[src/rtl/diff_deframer_if.sv]
// Serial line in / byte stream out bundle for diff_deframer.
// master drives the line side, slave is the deframer.
interface diff_deframer_if;
    logic       line_in;
    logic       line_en;
    logic [7:0] data_out;
    logic       data_valid;
    logic       frame_start;
    logic       frame_end;
    logic       locked;

    modport master (
        output line_in, line_en,
        input  data_out, data_valid, frame_start, frame_end, locked
    );

    modport slave (
        input  line_in, line_en,
        output data_out, data_valid, frame_start, frame_end, locked
    );
endinterface

[src/rtl/diff_deframer.sv]
// Differential line decoder with bit-sliding sync hunt and fixed-length
// MSB-first payload deserialiser; all outputs registered.
module diff_deframer #(
    parameter logic [7:0]  SYNC_WORD = 8'hA5,
    parameter int unsigned FRAME_LEN = 4
) (
    input logic           clk,
    input logic           rst,
    diff_deframer_if.slave bus
);
    localparam logic [7:0] LAST_IDX = 8'(FRAME_LEN - 1);

    typedef enum logic {HUNT, PAYLOAD} state_t;

    state_t     r_state;
    state_t     w_state_nxt;
    logic       r_prev;
    logic [7:0] r_sr;
    logic [2:0] r_bit_cnt;
    logic [7:0] r_byte_cnt;
    logic [7:0] r_data_out;
    logic       r_valid;
    logic       r_start;
    logic       r_end;

    logic       w_d;
    logic [7:0] w_w;
    logic       w_sync_hit;
    logic       w_byte_done;
    logic       w_last;

    assign w_d = bus.line_in ^ r_prev;
    assign w_w = {r_sr[6:0], w_d};

    always_ff @(posedge clk or posedge rst) begin
        if (rst) r_state <= HUNT;
        else     r_state <= w_state_nxt;
    end

    always_comb begin
        w_state_nxt = r_state;
        case (r_state)
            HUNT:    if (w_sync_hit) w_state_nxt = PAYLOAD;
            PAYLOAD: if (w_last)     w_state_nxt = HUNT;
            default: w_state_nxt = HUNT;
        endcase
    end

    always_comb begin
        w_sync_hit  = bus.line_en && (r_state == HUNT) && (w_w == SYNC_WORD);
        w_byte_done = bus.line_en && (r_state == PAYLOAD) && (r_bit_cnt == 3'd7);
        w_last      = w_byte_done && (r_byte_cnt == LAST_IDX);
    end

    always_ff @(posedge clk or posedge rst) begin
        if (rst) begin
            r_prev     <= 1'b0;
            r_sr       <= '0;
            r_bit_cnt  <= '0;
            r_byte_cnt <= '0;
            r_data_out <= '0;
            r_valid    <= 1'b0;
            r_start    <= 1'b0;
            r_end      <= 1'b0;
        end else begin
            r_valid <= w_byte_done;
            r_start <= w_sync_hit;
            r_end   <= w_last;
            if (w_byte_done) r_data_out <= w_w;
            if (bus.line_en) begin
                r_prev <= bus.line_in;
                // Clearing sr on lock and on frame end keeps payload bits out of the next hunt
                r_sr   <= (w_sync_hit || w_last) ? '0 : w_w;
                if (w_sync_hit) begin
                    r_bit_cnt  <= '0;
                    r_byte_cnt <= '0;
                end else if (r_state == PAYLOAD) begin
                    r_bit_cnt <= r_bit_cnt + 3'd1;
                    if (w_byte_done) r_byte_cnt <= r_byte_cnt + 8'd1;
                end
            end
        end
    end

    assign bus.data_out    = r_data_out;
    assign bus.data_valid  = r_valid;
    assign bus.frame_start = r_start;
    assign bus.frame_end   = r_end;
    assign bus.locked      = (r_state == PAYLOAD);
endmodule
[src/flat_wrapper.sv]
// flat-port wrapper written by rule: the top's interface ports become plain ports
module diff_deframer_flat 
#(
    parameter logic [7:0]  SYNC_WORD = 8'hA5,
    parameter int unsigned FRAME_LEN = 4
)
  (clk, rst, bus_line_in, bus_line_en, bus_data_out, bus_data_valid, bus_frame_start, bus_frame_end, bus_locked);
  diff_deframer_if bus_i ();
  input logic clk;
  input logic rst;
  input wire logic [$bits(bus_i.line_in)-1:0] bus_line_in;
  input wire logic [$bits(bus_i.line_en)-1:0] bus_line_en;
  output wire logic [$bits(bus_i.data_out)-1:0] bus_data_out;
  output wire logic [$bits(bus_i.data_valid)-1:0] bus_data_valid;
  output wire logic [$bits(bus_i.frame_start)-1:0] bus_frame_start;
  output wire logic [$bits(bus_i.frame_end)-1:0] bus_frame_end;
  output wire logic [$bits(bus_i.locked)-1:0] bus_locked;
  assign bus_i.line_in = bus_line_in;
  assign bus_i.line_en = bus_line_en;
  assign bus_data_out = bus_i.data_out;
  assign bus_data_valid = bus_i.data_valid;
  assign bus_frame_start = bus_i.frame_start;
  assign bus_frame_end = bus_i.frame_end;
  assign bus_locked = bus_i.locked;
  diff_deframer #(.SYNC_WORD(SYNC_WORD), .FRAME_LEN(FRAME_LEN)) u_core (.clk(clk), .rst(rst), .bus(bus_i));
endmodule
[config.mk]
export PLATFORM = sky130hd
export DESIGN_NAME = diff_deframer_flat
export DESIGN_NICKNAME = d
export VERILOG_FILES = /design/src/rtl/diff_deframer_if.sv /design/src/rtl/diff_deframer.sv /design/src/flat_wrapper.sv
export SDC_FILE = /design/constraint.sdc
export NUM_CORES = 1
export LEC_CHECK = 0
export CAP_MARGIN = 20
export CORE_ASPECT_RATIO = 1.75
export CORE_MARGIN = 1.5
export CORE_UTILIZATION = 36
export DETAILED_ROUTE_END_ITERATION = 16
export PLACE_DENSITY = 0.58
export SLEW_MARGIN = 0
export SYNTH_ARGS = -nofsm -noshare
export SYNTH_HDL_FRONTEND = slang
export SYNTH_SLANG_ARGS = --single-unit
[constraint.sdc]
create_clock -name clk -period 3 [get_ports clk]
set_input_delay 0.6 -clock clk [delete_from_list [all_inputs] [get_ports clk]]
set_output_delay 0.6 -clock clk [all_outputs]
set_load 0.005 [all_outputs]
==> impl_metrics.csv, run 1 <==
group,metric,value,unit
critical_path,critPathKind,"reg2out",
route,drtPass1Iterations,4,
clock_tree,cts_max_level,2,
final_layout,fill_cells,335,
critical_path,end_kind,"output port",
power_and_ir_drop,peakVddDrop,0.341,mV
route,via_per_inst,5.15,
timing,period_share,0.658,
final_layout,area_growth,22.8,%
route,drc_errors,0,
job,maxCapViolations,0,
grt,grt_max_degree,32,
timing,slew_viol_final,0,
floorplan,start_util,0.375,
power_and_ir_drop,p_comb_frac,0.238,
timing,rsz0062_at_grt,"no",
floorplan,core.rowCount,29,
timing,final_hold_viol_count,0,
placement,gp_congestion,0.808,
synth,syn_nets,134,
power_and_ir_drop,p_leak,0.743,nW
outcome,status,"finished clean",
final_layout,final_area,1670,µm²
route,wirelength,2580,µm
grt,use_met1,0.142,
grt,track_usage,0.140,
power_and_ir_drop,power_frac_clock,0.283,
grt,grt_pass1_wl,4440,µm
synth,ys_ff_latch,31,
power_and_ir_drop,power.share.sequential,0.478,
floorplan,die_area,4170,µm²
clock_tree,cts_buffers,5,
critical_path,critPathMaxFanout,9,
placement,dp_slack,769,ps
synth,avgSynthCellArea,10.7,µm²
placement,dp_hpwl,1850,µm
critical_path,path_cells,"clkdlybuf4s50_1",
synth,ys_warn_count,0,
critical_path,cp_num_buf_inv,1,
final_layout,nets,155,
floorplan,die_w,49.5,µm
critical_path,slowest_stage,"clkdlybuf4s50_1",
placement,placed_cell_area,1570,µm²
critical_path,crit_start,"u_core.bus.locked$_DFF_PP0_",
route,vias,1004,
grt,grt_pass1_vias,1017,
final_layout,antenna_cells,0,
grt,overflow,0,
power_and_ir_drop,internal_power,0.899,mW
placement,place_inst,187,
clock_tree,cts_sinks,31,
final_layout,regArea,776,µm²
final_layout,multi_input_area,519,µm²
clock_tree,insertion_delay,280,ps
critical_path,start_kind,"flop",
route,post_drt_wl_per_cell,13.2,µm
route,antenna_left,0,
critical_path,r2r_slack,1180,ps
worst_hold_path,min_path_type,"reg2reg",
timing,fin_ws,1030,ps
timing,fmax,507,MHz
clock_tree,cts_resized,0,
clock_tree,ctsHoldBuffers,0,
critical_path,r2r-start,"u_core.r_bit_cnt[0]$_DFFE_PP0P_",
clock_tree,postCtsSetupBuffers,0,
clock_tree,cts_tree,"built",
timing,tns,0,ps
power_and_ir_drop,switching_share,0.280,
grt,use_met3,0.0427,
critical_path,reg2reg_depth,5,
synth,synth.distinct_cells,29,
timing,finalCriticalPeriod,1970,ps
synth,synth_top_area_cell,"dfrtp_1",
clock_tree,path_clk_slew,60,ps
floorplan,die_h,84.3,µm
timing,slew_headroom,0.618,
final_layout,drive_gt1_frac,0.121,
synth,yosys-top-cells-area,"dfrtp_1, nand2_1, o21ai_0",
critical_path,critical-path-top-delay-family,"buffers and inverters",
floorplan,core,3630,µm²
placement,port_buffers,15,
power_and_ir_drop,power.density,748,nW/µm²
timing,setup_viol,0,
route,drt_iter0_drc,18,
critical_path,critical_path.reg2reg.endpoint,"u_core.r_byte_cnt[6]$_DFFE_PP0P_",
final_layout,finish.cell_count_without_fillers,195,
synth,ys_seq_area_frac,0.570,
power_and_ir_drop,power_switching,0.350,mW
grt,met2_usage,0.246,
critical_path,required,2400,ps
critical_path,crit_end,"bus_locked",
floorplan,ioPinCount,16,
synth,synth_top_area_share,0.570,
critical_path,crit_arrival,1370,ps
grt,gr-max-usage-layer,"met2",
clock_tree,root_buffer,"clkbuf_8",
timing,tightest_slew,569,ps
grt,antenna_found_initial,0,
critical_path,slowest_delay,570,ps
synth,netlist_area,1360,µm²
clock_tree,cts_buffer_depth,2,
critical_path,cp.depth,1,
timing,fin_skew,2.55,ps
synth,syn_inst,127,
-- synth_stat cells (all sizes together) --
| master | n |
|---|---|
| dfrtp | 31 |
| nand2 | 22 |
| o21ai | 14 |
| inv | 10 |
| o32ai | 6 |
| a21oi | 5 |
| buf | 4 |
| ha | 3 |
| nand3 | 3 |
| nand4 | 3 |
| nor2 | 3 |
| or3 | 3 |
| or4 | 3 |
| nor4 | 2 |
| o31ai | 2 |
| xor2 | 2 |
| clkbuf | 1 |
| mux2 | 1 |
| mux2i | 1 |
| nand2b | 1 |
| nand3b | 1 |
| o21bai | 1 |
| o22ai | 1 |
| or2 | 1 |
| or2b | 1 |
| or4b | 1 |
| xnor2 | 1 |
-- metrics by stage --
stage          total power [mW]   util  hold WS (ps)
3_5_place_dp              0.912  0.433           469
5_1_grt                    1.34  0.460           501
4_1_cts                    1.27  0.460           484
6_report                   1.25  0.460           477
2_1_floorplan             0.759      -           473
3_3_place_gp              0.897  0.433           461
-- cell type report --
| cell class | instances | area share |
|---|---|---|
| repair buffers | 19 | 0.108 |
| multi-input cells | 81 | 0.311 |
| clock buffers | 8 | 0.0599 |
| flip-flops and latches | 31 | 0.464 |
| inverters | 10 | 0.0225 |
| well taps | 46 | 0.0345 |
-- metal layers --
metal	up-vias	share of wire
li1	484	-
met1	490	0.39
met2	24	0.56
met3	6	0.030
met4	0	0.024
met5	-	0
-- cell usage in the layout, fill, tap and decap left out --
cell type,count
mux2_2,1
nand2_1,22
o21ai_0,14
inv_1,10
clkbuf_1,1
or4_1,3
or2b_2,1
nor2_1,3
buf_4,4
o21bai_2,1
o22ai_1,1
a21oi_1,5
xnor2_1,1
clkbuf_8,7
o31ai_1,2
nand2b_1,1
o32ai_1,6
clkdlybuf4s50_1,15
xor2_1,2
or2_2,1
or4b_4,1
nand3_1,3
or3_1,3
nand4_1,3
nand3b_1,1
ha_1,3
mux2i_1,1
nor4_4,2
dfrtp_1,31
-- flip-flops by register name (all words and copies together), names as in the netlist --
name and count:
u_core.bus.data_out 8, u_core.r_byte_cnt 8, u_core.r_sr 7, u_core.r_bit_cnt 3, u_core.bus.data_valid 1, u_core.bus.frame_end 1, u_core.bus.frame_start 1, u_core.bus.locked 1
u_core.r_prev 1
-- worst min-delay path by stage --
stage                                         end  slack, ps  depth (start not counted)                          startpoint
2_1_floorplan  u_core.bus.data_out[0]$_DFFE_PP0P_        470                          2  u_core.bus.data_out[0]$_DFFE_PP0P_
3_3_place_gp   u_core.bus.data_out[2]$_DFFE_PP0P_        460                          2  u_core.bus.data_out[2]$_DFFE_PP0P_
3_5_place_dp   u_core.bus.data_out[7]$_DFFE_PP0P_        470                          2  u_core.bus.data_out[7]$_DFFE_PP0P_
4_1_cts        u_core.bus.data_out[7]$_DFFE_PP0P_        480                          2  u_core.bus.data_out[7]$_DFFE_PP0P_
5_1_grt        u_core.bus.data_out[3]$_DFFE_PP0P_        500                          2  u_core.bus.data_out[3]$_DFFE_PP0P_
6_report       u_core.bus.data_out[7]$_DFFE_PP0P_        480                          2  u_core.bus.data_out[7]$_DFFE_PP0P_
-- kinds of logic after synthesis --
family,synth area share
DFF,0.570
buffers and inverters,0.0478
and+or+nand+nor,0.187
muxes,0.0156
AOI/OAI and AO/OA,0.132
adders and majority gates,0.0276
xor gates and xnor gates,0.0193
-- power groups by stage --
stage / registers (mW) / logic [mW] / clock network (mW)
after floorplan: 0.588 / 0.171 / 0
after global placement: 0.601 / 0.296 / 0
after detailed placement: 0.608 / 0.304 / 0
after CTS: 0.599 / 0.306 / 0.368
after global routing: 0.612 / 0.337 / 0.386
final: 0.598 / 0.298 / 0.354
Power figures use the tool's default switching activity.
==> run 2: changes to the inputs <==
--- a/config.mk
+++ b/config.mk
@@ -10,7 +10,7 @@
 export CORE_MARGIN = 1.5
 export CORE_UTILIZATION = 36
 export DETAILED_ROUTE_END_ITERATION = 16
-export PLACE_DENSITY = 0.58
+export PLACE_DENSITY = 0.61
 export SLEW_MARGIN = 0
 export SYNTH_ARGS = -nofsm -noshare
 export SYNTH_HDL_FRONTEND = slang
==> constraint.sdc (replaced) <==
create_clock -name clk -period 1.7 [get_ports clk]
set_input_delay 0.34 -clock clk [delete_from_list [all_inputs] [get_ports clk]]
set_output_delay 0.34 -clock clk [all_outputs]
set_load 0.005 [all_outputs]
==> impl_metrics.csv, run 2 (synthesized netlist as in run 1, its figures left out) <==
group,metric,value,unit
outcome,status,"finished clean",
critical_path,slowest_delay,550,ps
timing,period_share,0.993,
route,vias,1021,
placement,place_inst,199,
critical_path,required,1860,ps
timing,setup_viol,0,
final_layout,antenna_cells,0,
worst_hold_path,min_path_type,"in2async",
power_and_ir_drop,peakVddDrop,0.629,mV
timing,finalCriticalPeriod,1690,ps
critical_path,critPathMaxFanout,8,
route,drt_iter0_drc,9,
final_layout,area_growth,32.3,%
clock_tree,path_clk_slew,60,ps
route,wirelength,2770,µm
placement,placed_cell_area,1690,µm²
placement,dp_hpwl,2040,µm
critical_path,start_kind,"flop",
clock_tree,cts_tree,"built",
route,drtPass1Iterations,2,
route,drc_errors,0,
grt,grt_pass1_wl,5040,µm
floorplan,die_h,84.3,µm
floorplan,ioPinCount,16,
final_layout,layout_commonest_cell,"dfrtp_1",
power_and_ir_drop,finalPower,2.27,mW
critical_path,crit_arrival,1850,ps
final_layout,layout_common_cells,"dfrtp_1, nand2_1, clkdlybuf4s50_1, buf_4, o21ai_0",
timing,slew_viol_final,0,
critical_path,r2r_slack,10,ps
placement,port_buffers,15,
timing,tightest_slew,387,ps
floorplan,core.rowCount,29,
grt,overflow,0,
final_layout,final_area,1800,µm²
grt,antenna_found_initial,0,
timing,rsz0062_at_grt,"yes",
clock_tree,cts_sinks,31,
route,post_drt_wl_per_cell,13.3,µm
critical_path,path_cells,"or4b_4 > nor4_4 > buf_4 > buf_12 > a21oi_1",
timing,tns,0,ps
clock_tree,cts_buffers,5,
timing,slew_headroom,0.742,
floorplan,die_area,4170,µm²
clock_tree,cts_buffer_depth,2,
timing,final_hold_viol_count,0,
grt,grt_max_degree,32,
timing,fin_skew,2.43,ps
job,maxCapViolations,0,
final_layout,drive_gt1_frac,0.210,
clock_tree,cts_max_level,2,
floorplan,die_w,49.5,µm
floorplan,core,3630,µm²
power_and_ir_drop,p_leak,0.810,nW
final_layout,nets,168,
grt,track_usage,0.157,
floorplan,start_util,0.375,
clock_tree,root_buffer,"clkbuf_8",
route,antenna_left,0,
grt,grt_pass1_vias,1147,
critical_path,critPathKind,"reg2reg",
placement,gp_congestion,0.764,
clock_tree,insertion_delay,280,ps
final_layout,finish.cell_count_without_fillers,208,
critical_path,end_kind,"flop",
power_and_ir_drop,power.density,1260,nW/µm²
critical_path,slowest_stage,"or4b_4",
route,via_per_inst,4.91,
timing,fmax,593,MHz
==> run 2: changes by cell type in the layout (fill, tap and decap cells not counted), sizes merged <==
cell | before | now
buf | 4 | 17
==> run 2: worst max-delay path: cells and delay by family, from the launching register on <==
family / cells / cell delay [ps]
compound gates: 1 / 40
buf+inv: 2 / 300
simple gates: 2 / 820
flops: 1 / 410
==> run 2: metal layers <==
metal	GRT usage	vias up	part of all wire
li1	-	509	-
met1	0.158	490	0.38
met2	0.289	15	0.57
met3	0.0338	7	0.025
met4	0.0884	0	0.024
met5	0	-	0
==> run 2: worst paths after layout <==
path                                               startpoint                            endpoint  depth (start not counted)
min                                                       rst          u_core.r_sr[3]$_DFFE_PP0P_                          3
max reg2reg                        u_core.r_sr[2]$_DFFE_PP0P_    u_core.r_byte_cnt[6]$_DFFE_PP0P_                          5
max                                u_core.r_sr[2]$_DFFE_PP0P_    u_core.r_byte_cnt[6]$_DFFE_PP0P_                          5
min in group clk           u_core.bus.data_out[2]$_DFFE_PP0P_  u_core.bus.data_out[2]$_DFFE_PP0P_                          2
min reg2reg                u_core.bus.data_out[2]$_DFFE_PP0P_  u_core.bus.data_out[2]$_DFFE_PP0P_                          2
max in group asynchronous                                 rst    u_core.r_byte_cnt[4]$_DFFE_PP0P_                          3
==> run 2: report_power, final <==
group | internal (mW) | switching, mW
Sequential | 0.919 | 0.113
Clock | 0.369 | 0.273
Combinational | 0.336 | 0.260
Total | 1.62 | 0.646
==> run 2: what timing repair did <==
item | 4_1_cts | 5_1_grt
endpoints found under the setup margin | 17 | 18
pin swaps | 2 | 2
gates resized for setup | 1 | 4
hold buffers | 0 | 0
buffers inserted | 1 | 1
hold endpoints to repair | 0 | 0
==> run 2: through the flow <==
stage	utilization	hold WS [ps]	worst slack, ps
5_1_grt	0.496	496	-53.3
6_report	0.496	435	12.4
3_3_place_gp	0.464	464	-122
3_5_place_dp	0.464	469	-134
4_1_cts	0.491	450	28.8
2_1_floorplan	-	444	-10.8
==> run 2: final cells by class <==
class                      count  area, µm²
inverter                      10       37.5
sequential                    31        776
timing repair buffer          32        294
multi-input combinational     81        534
clock buffer                   8        100
fill                         345       1830
tap                           46       57.6
